[config.mk]
export PLATFORM = sky130hd
export DESIGN_NAME = serial_subtractor_flat
export DESIGN_NICKNAME = d
export VERILOG_FILES = /design/src/rtl/serial_subtractor_if.sv /design/src/rtl/serial_subtractor.sv /design/src/flat_wrapper.sv
export SDC_FILE = /design/constraint.sdc
export NUM_CORES = 1
export LEC_CHECK = 0
export BUFFER_PORTS_ARGS = -buffer_cell sky130_fd_sc_hd__buf_2
export CAP_MARGIN = 10
export CORE_MARGIN = 3
export CORE_UTILIZATION = 53
export DETAILED_ROUTE_END_ITERATION = 8
export PLACE_DENSITY = 0.75
export SLEW_MARGIN = 0
export SYNTH_ARGS = -nofsm -noshare
export SYNTH_HDL_FRONTEND = slang
export SYNTH_SLANG_ARGS = --single-unit
[constraint.sdc]
create_clock -name clk -period 1.7 [get_ports clk]
set_input_delay 0 -clock clk [delete_from_list [all_inputs] [get_ports clk]]
set_output_delay 0 -clock clk [all_outputs]
set_load 0.005 [all_outputs]
[src/rtl/serial_subtractor_if.sv]
// Start/busy/done bundle for the bit-serial subtractor.
// master drives start/a/b/bin; slave returns busy/done/diff/bout(/ovf).
interface serial_subtractor_if #(
  parameter int WIDTH = 8
);
  logic             start;
  logic [WIDTH-1:0] a;
  logic [WIDTH-1:0] b;
  logic             bin;
  logic             busy;
  logic             done;
  logic [WIDTH-1:0] diff;
  logic             bout;
`ifdef SERIAL_SUB_OVF_EN
  logic             ovf;

  modport master (
    output start, a, b, bin,
    input  busy, done, diff, bout, ovf
  );

  modport slave (
    input  start, a, b, bin,
    output busy, done, diff, bout, ovf
  );
`else
  modport master (
    output start, a, b, bin,
    input  busy, done, diff, bout
  );

  modport slave (
    input  start, a, b, bin,
    output busy, done, diff, bout
  );
`endif
endinterface

[src/rtl/serial_subtractor.sv]
// LSB-first serial subtractor: diff = a - b - bin over WIDTH cycles.
// Ports: clk, rst (sync, high), bus (slave). Option: SERIAL_SUB_OVF_EN adds ovf.
module serial_subtractor #(
  parameter int WIDTH = 8
) (
  input  logic clk,
  input  logic rst,
  serial_subtractor_if.slave bus
);

  localparam int CW = $clog2(WIDTH);

  typedef enum logic [1:0] {
    IDLE,
    SHIFT,
    DONE
  } state_t;

  state_t           state_q, state_n;
  logic [WIDTH-1:0] sa_q, sa_n;
  logic [WIDTH-1:0] sb_q, sb_n;
  logic [WIDTH-1:0] sr_q, sr_n;
  logic             br_q, br_n;
  logic [CW-1:0]    cnt_q, cnt_n;
  logic [WIDTH-1:0] diff_q, diff_n;
  logic             bout_q, bout_n;
  logic             d;
  logic             bnext;
`ifdef SERIAL_SUB_OVF_EN
  logic             am_q, am_n;
  logic             bm_q, bm_n;
  logic             ovf_q, ovf_n;
`endif

  always_comb begin
    state_n = state_q;
    sa_n    = sa_q;
    sb_n    = sb_q;
    sr_n    = sr_q;
    br_n    = br_q;
    cnt_n   = cnt_q;
    diff_n  = diff_q;
    bout_n  = bout_q;
`ifdef SERIAL_SUB_OVF_EN
    am_n    = am_q;
    bm_n    = bm_q;
    ovf_n   = ovf_q;
`endif
    d     = sa_q[0] ^ sb_q[0] ^ br_q;
    bnext = (~sa_q[0] & sb_q[0])
          | (~(sa_q[0] ^ sb_q[0]) & br_q);
    case (state_q)
      IDLE, DONE: begin
        state_n = IDLE;
        if (bus.start) begin
          state_n = SHIFT;
          sa_n    = bus.a;
          sb_n    = bus.b;
          br_n    = bus.bin;
          sr_n    = '0;
          cnt_n   = '0;
`ifdef SERIAL_SUB_OVF_EN
          am_n    = bus.a[WIDTH-1];
          bm_n    = bus.b[WIDTH-1];
`endif
        end
      end
      SHIFT: begin
        sa_n  = sa_q >> 1;
        sb_n  = sb_q >> 1;
        br_n  = bnext;
        // result enters at the MSB so it is aligned after WIDTH shifts
        sr_n  = (sr_q >> 1)
              | {d, {(WIDTH-1){1'b0}}};
        cnt_n = cnt_q + 1'b1;
        if (cnt_q == CW'(WIDTH-1)) begin
          state_n = DONE;
          diff_n  = sr_n;
          bout_n  = bnext;
`ifdef SERIAL_SUB_OVF_EN
          // d is the final result MSB
          ovf_n   = (am_q != bm_q) && (d != am_q);
`endif
        end
      end
      default: state_n = IDLE;
    endcase
  end

  always_ff @(posedge clk) begin
    if (rst) begin
      state_q <= IDLE;
      sa_q    <= '0;
      sb_q    <= '0;
      sr_q    <= '0;
      br_q    <= 1'b0;
      cnt_q   <= '0;
      diff_q  <= '0;
      bout_q  <= 1'b0;
`ifdef SERIAL_SUB_OVF_EN
      am_q    <= 1'b0;
      bm_q    <= 1'b0;
      ovf_q   <= 1'b0;
`endif
    end else begin
      state_q <= state_n;
      sa_q    <= sa_n;
      sb_q    <= sb_n;
      sr_q    <= sr_n;
      br_q    <= br_n;
      cnt_q   <= cnt_n;
      diff_q  <= diff_n;
      bout_q  <= bout_n;
`ifdef SERIAL_SUB_OVF_EN
      am_q    <= am_n;
      bm_q    <= bm_n;
      ovf_q   <= ovf_n;
`endif
    end
  end

  assign bus.busy = (state_q == SHIFT);
  assign bus.done = (state_q == DONE);
  assign bus.diff = diff_q;
  assign bus.bout = bout_q;
`ifdef SERIAL_SUB_OVF_EN
  assign bus.ovf  = ovf_q;
`endif

endmodule

[src/flat_wrapper.sv]
// flat-port wrapper written by rule: the top's interface ports become plain ports
module serial_subtractor_flat 
#(
  parameter int WIDTH = 8
)
  (clk, rst, bus_start, bus_a, bus_b, bus_bin, bus_busy, bus_done, bus_diff, bus_bout);
  serial_subtractor_if #(.WIDTH(WIDTH)) bus_i ();
  input  logic clk;
  input  logic rst;
  input wire logic [$bits(bus_i.start)-1:0] bus_start;
  input wire logic [$bits(bus_i.a)-1:0] bus_a;
  input wire logic [$bits(bus_i.b)-1:0] bus_b;
  input wire logic [$bits(bus_i.bin)-1:0] bus_bin;
  output wire logic [$bits(bus_i.busy)-1:0] bus_busy;
  output wire logic [$bits(bus_i.done)-1:0] bus_done;
  output wire logic [$bits(bus_i.diff)-1:0] bus_diff;
  output wire logic [$bits(bus_i.bout)-1:0] bus_bout;
  assign bus_i.start = bus_start;
  assign bus_i.a = bus_a;
  assign bus_i.b = bus_b;
  assign bus_i.bin = bus_bin;
  assign bus_busy = bus_i.busy;
  assign bus_done = bus_i.done;
  assign bus_diff = bus_i.diff;
  assign bus_bout = bus_i.bout;
  serial_subtractor #(.WIDTH(WIDTH)) u_core (.clk(clk), .rst(rst), .bus(bus_i));
endmodule
======== Word level (Yosys, flattened, before mapping) ========
Index checks and enable logic that the tools add are counted.
storage, ports and cells
  word-level logic and storage cells ...... 40
  flip-flop bits (word level) ............. 39
  output and inout port bits .............. 11
  bits of input ports ..................... 20
cells by class
  bitwise operators ....................... 8
  reductions and logical operators ........ 5
  equal/unequal tests ..................... 5
  add/sub/neg operators ................... 1
  mux-type cells .......................... 13
operators with widths
  cell                   count
  $pmux W8 S2            3
  $mux W8                3
  $or A7 B8 Y8           1
  $pmux W3 S2            1
  $pmux W2 S2            1
  $reduce_and A2 Y1      2
  $add A3 B1 Y3 const B  1
  $eq A3 B3 Y1 const B   1
  $mux W3                1
  $and A1 B1 Y1          2
  $eq A2 B1 Y1 const B   1
  $eq A2 B2 Y1 const B   1
  $logic_not A2 Y1       1
  $mux W1                2
  $mux W2                1
  $ne A2 B1 Y1 const B   1
  $ne A2 B2 Y1 const B   1
  $not A1 Y1             2
  $pmux W1 S2            1
  $reduce_bool A2 Y1     1
  $reduce_or A2 Y1       1
  $xor A1 B1 Y1          2
  $or A1 B1 Y1           1

======== Depth between registers and ports, before layout ========
Gate-level depths: netlist (run 1).
  depth after elaboration ................. 5
  depth in mapped cells ................... 6
  depth with buffers taken out ............ 5

======== Worst setup path before layout (run 1) ========
OpenSTA, ideal clock, no wires.
  path type ............................... register to register
  start ................................... reg u_core.cnt_q[0]
  end ..................................... reg u_core.state_q[0]
  period minus slack after synthesis ...... 1.251 ns
  path slack .............................. 0.449 ns
  path buffers ............................ 1
  arrival ................................. 1.123 ns
  data required time ...................... 1.572 ns
  library setup time ...................... 0.128 ns
  cell stages (with the launch flop) ...... 6
  cell sequence ........................... dfxtp_1 ha_1 ha_1 buf_1 o21a_1 nor2_1
between the ends
  longest elaborated chain between the ends .. 2
RTL lines
  what                    line                      source
  start, declared         serial_subtractor.sv:24   logic [CW-1:0] cnt_q, cnt_n;
  start signal, assigned  serial_subtractor.sv:111  cnt_q <= cnt_n;
  $eq A3 B3 Y1            serial_subtractor.sv:76   if (cnt_q == CW'(WIDTH-1)) begin
  $ne A2 B1 Y1 (no line)  -
  end signal, assigned    serial_subtractor.sv:106  state_q <= state_n;
  end, declared           serial_subtractor.sv:19   state_t state_q, state_n;
No other way between the ends.
A chain may end at the register's enable or synchronous reset.

======== Worst setup path in the final report (run 1) ========
  start ................................... reg u_core.state_q[1]
  end ..................................... out bus_busy
between the ends
  longest elaborated chain between the ends .. 1
RTL lines
  what           line                      source
  $eq A2 B1 Y1   serial_subtractor.sv:122  assign bus.busy = (state_q == SHIFT);
  end, declared  flat_wrapper.sv:14        output wire logic [$bits(bus_i.busy)-1:0] bus_busy;
No other way between the ends.

==> results of run 1 <==
[metal layers]
layer / vias up / GRT usage
li1: 735 / -
met5: - / 0
met3: 7 / 0.03774
met1: 674 / 0.2689
met2: 31 / 0.3625
met4: 0 / 0.1115
[worst max-delay path, cell delays in order (launching register included)]
cell and delay, ps:
dfxtp_1 360, nand2b_1 210, clkinv_2 290, buf_2 230
[cell usage after synthesis]
cell       count
a311oi_1       8
inv_1          2
dfxtp_1       38
o21a_1         1
fa_1           1
a2bb2oi_1      1
nor2_1        16
a21oi_2        1
a21oi_1       21
buf_2          6
ha_1           2
buf_6          3
clkinv_2       1
nand2b_1       3
nor2b_1        2
nand3b_1       1
buf_1          1
a311oi_2       7
clkbuf_1       3
nand2_1       47
nand3_1       21
buf_4          4
[power groups by stage]
| stage | combinational, mW | clock (mW) | sequential (mW) |
|---|---|---|---|
| after floorplan | 0.181 | 0 | 0.974 |
| after global placement | 0.219 | 0 | 0.978 |
| after detailed placement | 0.231 | 0 | 0.980 |
| after global routing | 0.292 | 0.537 | 0.965 |
| after CTS | 0.261 | 0.511 | 0.960 |
| final | 0.262 | 0.497 | 0.960 |
[state kept, by name, indices dropped and copies added, names as in the netlist]
name / flops
u_core.bus.diff: 8
u_core.br_q: 1
u_core.cnt_q: 3
u_core.bus.bout: 1
u_core.sa_q: 8
u_core.sb_q: 8
u_core.sr_q: 7
u_core.state_q: 2
[through the flow]
step	hold WS, ps	utilization	std cells	power, mW
after floorplan	136.0	-	190	1.155
final	157.4	0.7006	263	1.719
after global routing	152.4	0.7006	263	1.794
after CTS	141.4	0.7006	263	1.732
after detailed placement	248.5	0.6179	238	1.211
after global placement	241.6	0.6179	238	1.197
[final cells by class]
| type | count | area (um^2) |
|---|---|---|
| clock buffer | 6 | 51.30 |
| tap | 31 | 38.79 |
| multi-input combinational | 132 | 730.7 |
| sequential | 38 | 760.7 |
| fill | 228 | 847.1 |
| timing repair buffer | 51 | 375.4 |
| clock inverter | 2 | 12.51 |
| inverter | 3 | 12.51 |
[worst max-delay path by stage]
| stage | start | end | slack (ps) | depth (start not counted) |
|---|---|---|---|---|
| floorplan | u_core.cnt_q[0] | u_core.state_q[0] | 450 | 5 |
| finish | u_core.state_q[1] | bus_busy | 250 | 3 |
| global placement | u_core.state_q[0] | u_core.sa_q[0] | 450 | 4 |
| detailed placement | u_core.state_q[0] | u_core.sa_q[1] | 350 | 4 |
| CTS | u_core.state_q[1] | bus_busy | 250 | 3 |
| global route | u_core.state_q[1] | bus_busy | 140 | 3 |
[cell families (layout without fill, tap and decap cells)]
logic type	Yosys count	after routing	synth area share
flip-flops	38	38	0.4717
AO/OA/AOI/OAI	39	39	0.1893
buffers and inverters	20	62	0.07525
adder cells (fa/ha/maj)	3	3	0.02793
AND/OR/NAND/NOR	90	90	0.2358
==> metrics.md, run 1 <==
| Metric | Value |
|---|---|
| Status | complete, no violations |
| # nets final | 254 |
| LEAKAGE | 0.7879 nW |
| GRT overflow | 0 |
| Clk root buf | clkbuf_4 |
| Postcts setup bufs | 0 |
| CP Data Required Time | 1700 ps |
| CP Launch Type | register |
| Final worst slack | 249.6 ps |
| R2R depth | 4 |
| Routed WL per cell | 13.51 um |
| NetSw | 0.4674 mW |
| Crit path kind | register to output port |
| GP Congestion | 0.7494 |
| Period Utilization, post-route | 0.8532 |
| RR Endpoint | u_core.sa_q[1] |
| R2R setup slack | 340 ps |
| Aggregate global-route resource usage | 0.2176 |
| Max FO, Critical Path | 21 |
| Seq/Total Area, Yosys | 0.4717 |
| Mapped Nets | 213 |
| Core area | 2829 um^2 |
| Initial Utilization | 0.5701 |
| Die Y | 61.17 um |
| Drc violations | 0 |
| CP Capture Type | output port |
| VDD IR max | 0.6080 mV |
| Final Hold Fails | 0 |
| Main area contributors after synthesis | dfxtp_1 47%, nand2_1 11%, a21oi_1 6.5%, a311oi_2 6.5%, nand3_1 6.5% |
| Vias | 1,447 |
| Hold endpoint | u_core.sb_q[0] |
| IO buf count | 30 |
| Slew @ Worst Pin | 720.5 ps |
| Worst-path clk slew | 120 ps |
| Cts hold-fix bufs | 17 |
| Synthesized area per cell | 8.488 um^2 |
| RSZ-0062 raised after global routing | false |
| Sinks on the clock net | 38 |
| M1 WL | 1.596 mm |
| Cell area power density | 867.2 nW/um^2 |
| Flop pwr share | 0.559 |
| F_max | 689.5 MHz |
| Vias in the first global route | 1,360 |
| Synth Cell Area | 1613 um^2 |
| Reg2reg start | u_core.state_q[0] |
| Clock power frac | 0.289 |
| Die Footprint | 3741 um^2 |
| Post-DP HPWL | 2.183 mm |
| Met3 wire length | 166 um |
| Share of the synthesized area in the top cell type | 0.4717 |
| Area growth syn-to-layout | 22.89% |
| Pre-antenna DRT Iters | 4 |
| Hold Crit Start | bus_start |
| Routed wl met2 | 1.728 mm |
| Initial antenna violation count | 0 |
| CTS tree | done |
| # H-tree levels | 2 |
| Post-synth top area cell | dfxtp_1 |
| Tightest Hold Check Type | primary input to register |
| Finished Cell Area | 1982 um^2 |
| Synth unique cells | 22 |
| Antenna diodes | 0 |
| Yosys reg bits | 38 |
| Initial DRC count | 68 |
| Fin Setup TNS | 0 ps |
| Final setup violating endpoints | 0 |
| Dpl cell area | 1748 um^2 |
| Most common cell after layout, fill and taps aside | nand2_1 |
| First-pass GRT wire length | 5.961 mm |
| Crit path DAT | 1450 ps |
| Logic pwr share | 0.152 |
| Die width | 61.17 um |
| Ratio of cells with drive above 1 in the final layout | 0.2198 |
| Max Slew Vio Count | 0 |
| Total of max-cap violations | 0 |
| Most frequent cells in the layout | 47 x nand2_1, 38 x dfxtp_1, 30 x buf_2 |
| Final Critical Period | 1450 ps |
| Uppermost layer routed | met4 |
| Row Count | 19 |
| Worst Hold Path Cells | 4 |
| Place WS | 352.0 ps |
| Largest net degree at the start of global routing | 44 |
| Syn Inst Count | 190 |
| WL final | 3.553 mm |
| Synth Warn # | 0 |
| P_int | 1.251 mW |
| IO Pins | 31 |
| CTS buffer count | 5 |
| Worst skew pair latency | 350 ps |
| Rel. slew slack | 0.5197 |
| Post-CTS resize count | 0 |
| Via density per instance | 5.502 |
| Sw Share | 0.2719 |
| Antenna-violating nets left | 0 |
| Max clock buf depth | 2 |
| Clk_skew | 12.69 ps |
(Power assumes the default switching activity.)
==> run 2, diff against run 1 <==
--- a/config.mk
+++ b/config.mk
@@ -9,6 +9,8 @@
 export CAP_MARGIN = 10
+export CELL_PAD_IN_SITES_DETAIL_PLACEMENT = 1
+export CELL_PAD_IN_SITES_GLOBAL_PLACEMENT = 2
 export CORE_MARGIN = 3
-export CORE_UTILIZATION = 53
+export CORE_UTILIZATION = 31
 export DETAILED_ROUTE_END_ITERATION = 8
-export PLACE_DENSITY = 0.75
+export PLACE_DENSITY = 0.74
 export SLEW_MARGIN = 0
==> constraint.sdc (replaced) <==
create_clock -name clk -period 1.7 [get_ports clk]
set_input_delay 0.255 -clock clk [delete_from_list [all_inputs] [get_ports clk]]
set_output_delay 0.255 -clock clk [all_outputs]
set_load 0.005 [all_outputs]
==> run 2 against run 1 <==
  * Clock skew decreased by 8.0 ps
  * Worst setup slack got worse by 100 ps
  * Die area increased by 63%
  * Clock-buffer cell count decreased by 1
  * Register-to-register slack improved by 20 ps
  * Power increased by 3.3%
  * Highest routed layer unchanged
==> metrics.md, run 2 (synthesized netlist as in run 1, its figures left out) <==
| Metric | Value |
|---|---|
| Status | complete, no violations |
| Worst skew pair latency | 290 ps (-60 ps) |
| Max FO, Critical Path | 21 (unchanged) |
| Clk_skew | 4.651 ps (-8.039 ps) |
| RR Endpoint | u_core.bus.diff[2] |
| Total of max-cap violations | 0 (unchanged) |
| Reg2reg start | u_core.cnt_q[0] |
| Max clock buf depth | 2 (unchanged) |
| Number of fill cells | 615 (+170%) |
| Fin Setup TNS | 0 ps (unchanged) |
| Initial Utilization | 0.3305 (-0.2396) |
| IO Pins | 31 (unchanged) |
| Ratio of cells with drive above 1 in the final layout | 0.2442 (+0.02441) |
| Initial antenna violation count | 0 (unchanged) |
| Most frequent cells in the layout | 47 x nand2_1, 38 x dfxtp_1, 30 x buf_2 |
| Vias in the first global route | 1,417 (+4.2%) |
| Final Critical Period | 1554 ps (+103.3 ps) |
| Vias | 1,387 (-4.1%) |
| WL final | 3.707 mm (+4.3%) |
| Worst Hold Path Cells | 3 (-1) |
| RSZ-0062 raised after global routing | false |
| Postcts setup bufs | 0 (unchanged) |
| Crit path DAT | 1300 ps (-150 ps) |
| Post-CTS resize count | 0 (unchanged) |
| Slew @ Worst Pin | 429.5 ps (-291.0 ps) |
| Routed WL per cell | 13.05 um (-3.4%) |
| Largest net degree at the start of global routing | 39 (-11%) |
| Crit. Startpoint | u_core.state_q[1] |
| CP Capture Type | output port |
| Drc violations | 0 (unchanged) |
| Total power draw | 1.776 mW (+3.3%) |
| Most common cell after layout, fill and taps aside | nand2_1 |
| First-pass GRT wire length | 6.458 mm (+8.3%) |
| Worst-path clk slew | 70 ps (-50 ps) |
| Hold endpoint | u_core.sb_q[7] |
| Cts hold-fix bufs | 0 (-17) |
| CTS tree | done |
| Pre-antenna DRT Iters | 4 (unchanged) |
| Tightest Hold Check Type | primary input to register |
| Final Hold Fails | 0 (unchanged) |
| GP Congestion | 0.7108 (-5.2%) |
| Sinks on the clock net | 38 (unchanged) |
| Cell area power density | 949.9 nW/um^2 (+9.5%) |
| Final setup violating endpoints | 0 (unchanged) |
| Die Y | 78.13 um (+28%) |
| Antenna diodes | 0 (unchanged) |
| CTS buffer count | 5 (unchanged) |
| Post-DP HPWL | 2.590 mm (+19%) |
| Clk root buf | clkbuf_8 |
| CP Launch Type | register |
| FF+latch area | 760.7 um^2 (unchanged) |
| IO buf count | 30 (unchanged) |
| Rel. slew slack | 0.7137 (+0.1940) |
| Crit path kind | register to output port |
| Die width | 78.13 um (+28%) |
| LEAKAGE | 0.7308 nW (-7.2%) |
| Area of the multi-input gates | 730.7 um^2 (unchanged) |
| Antenna-violating nets left | 0 (unchanged) |
| Via density per instance | 4.884 (-11%) |
| Non-filler instance count after layout | 284 (+8.0%) |
| Global Route met3 Usage | 0.03096 (-0.006773) |
| Die Footprint | 6104 um^2 (+63%) |
| Core area | 4880 um^2 (+72%) |
| Routing usage on met1 | 0.1536 (-0.1153) |
| VDD IR max | 0.3278 mV (-46%) |
| Met2 usage | 0.2252 (-0.1374) |
| Max Slew Vio Count | 0 (unchanged) |
| Area growth syn-to-layout | 15.90% |
| Row Count | 25 (+6) |
| R2R depth | 5 (+1) |
| Placed insts | 277 (+16%) |
| Hold Crit Start | bus_b[7] |
| CP Data Required Time | 1440 ps (-260 ps) |
| Aggregate global-route resource usage | 0.1314 (-0.08621) |
| Layer with the highest usage | met2 |
| Period Utilization, post-route | 0.9139 (+0.06077) |
| GRT overflow | 0 (unchanged) |
| # H-tree levels | 2 (unchanged) |
| Initial DRC count | 74 (+8.8%) |
| F_max | 643.6 MHz (-6.6%) |
| # nets final | 240 (-5.5%) |
| R2R setup slack | 360 ps (+20 ps) |
run 2: cell types whose count changed in the layout (fill, tap and decap cells not counted):
cell	change
buf_12	-2
buf_4	+5
clkbuf_4	-5
clkbuf_8	+4
clkinv_2	+1
clkinvlp_4	-1
dlygate4sd3_1	-17
run 2: power breakdown:
group / leakage (nW) / switching (mW) / internal, mW
Sequential: 0.310 / 0.0257 / 0.935
Combinational: 0.377 / 0.136 / 0.0888
Clock: 0.0438 / 0.315 / 0.275
Total: 0.731 / 0.477 / 1.30
run 2: worst max path at each step:
stage | to | slack, ps | cells past startpoint
6_report | bus_busy | 150 | 3
5_1_grt | bus_busy | 10 | 3
4_1_cts | bus_busy | 120 | 3
3_5_place_dp | u_core.bus.diff[2] | 320 | 5
3_3_place_gp | u_core.bus.diff[2] | 420 | 5
2_1_floorplan | u_core.state_q[0] | 450 | 5
run 2: metal layers:
layer	up-vias	share of wire
met3	8	0.044
met1	651	0.45
met4	0	0.019
met5	-	0
met2	29	0.49
li1	699	-
run 2: area by class of cell:
type,instances,area share
Clock buffer,5,0.03681
Clock inverter,2,0.005355
Inverter,3,0.006693
Multi-Input combinational cell,132,0.3909
Sequential cell,38,0.4070
Tap cell,67,0.04485
Timing Repair Buffer,37,0.1084
run 2: stage by stage:
stage	setup slack [ps]	utilization	area (um^2)	hold slack (ps)
3_5_place_dp	322.3	0.3669	1790	453.2
5_1_grt	12.34	0.3831	1869	200.4
4_1_cts	120.1	0.3831	1869	191.8
2_1_floorplan	448.9	-	1613	391.0
6_report	146.3	0.3831	1869	200.1
3_3_place_gp	421.4	0.3669	1790	441.0
run 2: worst max-delay path, cell delays in order, from the launching register on:
cell and delay [ps]:
dfxtp_1 350, nand2b_1 180, clkinv_2 260, buf_2 220
==> run 3, diff against run 2 <==
BUFFER_PORTS_ARGS = -buffer_cell sky130_fd_sc_hd__clkbuf_2   (was -buffer_cell sky130_fd_sc_hd__buf_2)
==> run 3 against run 2 <==
  * Sequential share of layout area fell by 0.91 points
  * Critical path depth did not move
  * Sequential power barely moved
  * Worst hold slack got worse by 27 ps
  * Combinational power rose by 2%
==> metrics.md, run 3 (synthesized netlist as in run 1, its figures left out) <==
| Metric | Value |
|---|---|
| Tightest Hold Check Type | primary input to register |
| RSZ-0062 raised after global routing | false |
| GRT overflow | 0 (unchanged) |
| Antenna diodes | 0 (unchanged) |
| VDD IR max | 0.3657 mV (+12%) |
| Die Y | 78.13 um (unchanged) |
| GP Congestion | 0.7180 (+1.0%) |
| CP Launch Type | register |
| Most frequent cells in the layout | 47 x nand2_1, 38 x dfxtp_1, 30 x clkbuf_2 |
| Area of the multi-input gates | 730.7 um^2 (unchanged) |
| Rel. slew slack | 0.7680 (+0.05436) |
| Aggregate global-route resource usage | 0.1318 (+0.0004006) |
| CTS tree | done |
| Clk_skew | 6.422 ps (+1.771 ps) |
| Vias | 1,401 (+1.0%) |
| LEAKAGE | 0.7438 nW (+1.8%) |
| Initial DRC count | 54 (-27%) |
| Sinks on the clock net | 38 (unchanged) |
| Max clock buf depth | 2 (unchanged) |
| Total power draw | 1.954 mW (+10%) |
| CTS buffer count | 5 (unchanged) |
| P_int | 1.459 mW (+12%) |
| Worst Hold Path Cells | 3 (unchanged) |
| NetSw | 0.4953 mW (+3.9%) |
| Slew @ Worst Pin | 346.9 ps (-82.58 ps) |
| Initial antenna violation count | 0 (unchanged) |
| Routed WL per cell | 13.13 um (+0.59%) |
| Critical path's largest stage delay | 370 ps (+20 ps) |
| Initial Utilization | 0.3305 (unchanged) |
| Cell area power density | 1022 nW/um^2 (+7.6%) |
| CP Capture Type | output port |
| Slowest CP cell | dfxtp_1 |
| Status | complete, no violations |
| Clk root buf | clkbuf_8 |
| Antenna-violating nets left | 0 (unchanged) |
| Cells along the critical path | nand2b_1, clkinv_2, clkbuf_2 |
| Post-DP HPWL | 2.560 mm (-1.2%) |
| Crit path DAT | 1310 ps (about the same) |
| Drc violations | 0 (unchanged) |
| Vias in the first global route | 1,424 (+0.49%) |
| IO Pins | 31 (unchanged) |
| Total of max-cap violations | 0 (unchanged) |
| Via density per instance | 4.916 (+0.65%) |
| FF+latch area | 760.7 um^2 (unchanged) |
| Area growth syn-to-layout | 18.54% |
| R2R depth | 5 (unchanged) |
| Worst-path clk slew | 80 ps (about the same) |
| Max Slew Vio Count | 0 (unchanged) |
| # nets final | 240 (unchanged) |
| Final Critical Period | 1568 ps (+14.66 ps) |
| Largest net degree at the start of global routing | 39 (unchanged) |
| Max FO, Critical Path | 21 (unchanged) |
| Logic pwr share | 0.118 (-0.009) |
| Place WS | 363.4 ps (+41.05 ps) |
| Cts hold-fix bufs | 0 (unchanged) |
| Crit path kind | register to output port |
| Ratio of cells with drive above 1 in the final layout | 0.2477 (+0.003467) |
| CP Data Required Time | 1440 ps (about the same) |
| Final setup violating endpoints | 0 (unchanged) |
| Non-filler instance count after layout | 285 (+0.35%) |
| First-pass GRT wire length | 6.492 mm (+0.53%) |
| Final Hold Fails | 0 (unchanged) |
| Pre-antenna DRT Iters | 4 (unchanged) |
| # H-tree levels | 2 (unchanged) |
| IO buf count | 30 (unchanged) |
| Number of fill cells | 629 (+2.3%) |
| Most common cell after layout, fill and taps aside | nand2_1 |
| Flop pwr share | 0.492 (-0.049) |
| Core area | 4880 um^2 (unchanged) |
| Row Count | 25 (unchanged) |
| WL final | 3.742 mm (+0.94%) |
| Worst skew pair latency | 290 ps (about the same) |
| Fin Setup TNS | 0 ps (unchanged) |
| Postcts setup bufs | 0 (unchanged) |
| Sw Share | 0.2535 (-0.01501) |
| Placed insts | 277 (unchanged) |
| Period Utilization, post-route | 0.9225 (+0.008624) |
| Final Util | 0.3918 (+0.008718) |
| Post-CTS resize count | 0 (unchanged) |
| F_max | 637.6 MHz (-0.93%) |
| Clock power frac | 0.391 (+0.059) |
| Die Footprint | 6104 um^2 (unchanged) |
| Die width | 78.13 um (unchanged) |
| Final worst slack | 131.7 ps (-14.66 ps) |
-- run 3: final cells by class --
type,count,share of cell area
Clock buffer,5,0.03599
Clock inverter,3,0.02094
Inverter,3,0.006545
Multi-Input combinational cell,132,0.3822
Sequential cell,38,0.3979
Tap cell,67,0.04385
Timing Repair Buffer,37,0.1126
-- run 3: final timing paths --
check	from	endpoint	slack [ps]
setup / recovery	u_core.state_q[1]	bus_busy	130
hold / removal	bus_b[7]	u_core.sb_q[7]	170
setup reg to reg	u_core.cnt_q[0]	u_core.bus.diff[2]	370
hold reg to reg	u_core.bus.diff[3]	u_core.bus.diff[3]	460
-- run 3: power by group through the flow --
stage / clock network (mW) / logic [mW] / registers, mW
after global placement: 0 / 0.225 / 0.979
after global routing: 0.835 / 0.260 / 0.967
after floorplan: 0 / 0.181 / 0.974
after CTS: 0.783 / 0.235 / 0.961
after detailed placement: 0 / 0.233 / 0.982
final: 0.763 / 0.230 / 0.960
-- run 3: layer usage --
metal | GRT usage | part of all wire | wire length [um] | up-vias
li1 | - | - | - | 698
met1 | 0.1563 | 0.45 | 1679 | 668
met2 | 0.2226 | 0.49 | 1831 | 30
met3 | 0.04243 | 0.049 | 183 | 5
met4 | 0.04720 | 0.013 | 47 | 0
met5 | 0 | 0 | 0 | -
-- run 3: critical path: cells and delay by family, from the launching register on --
family                 cells  cell delay, ps
buffers and inverters      2             480
and+or+nand+nor            1             180
DFF                        1             370
-- run 3: per-stage QoR --
| step | area, um^2 | hold WS [ps] |
|---|---|---|
| 6_report | 1912 | 173.2 |
| 5_1_grt | 1912 | 190.4 |
| 4_1_cts | 1912 | 168.7 |
| 3_5_place_dp | 1803 | 446.3 |
| 3_3_place_gp | 1803 | 443.0 |
| 2_1_floorplan | 1613 | 391.0 |
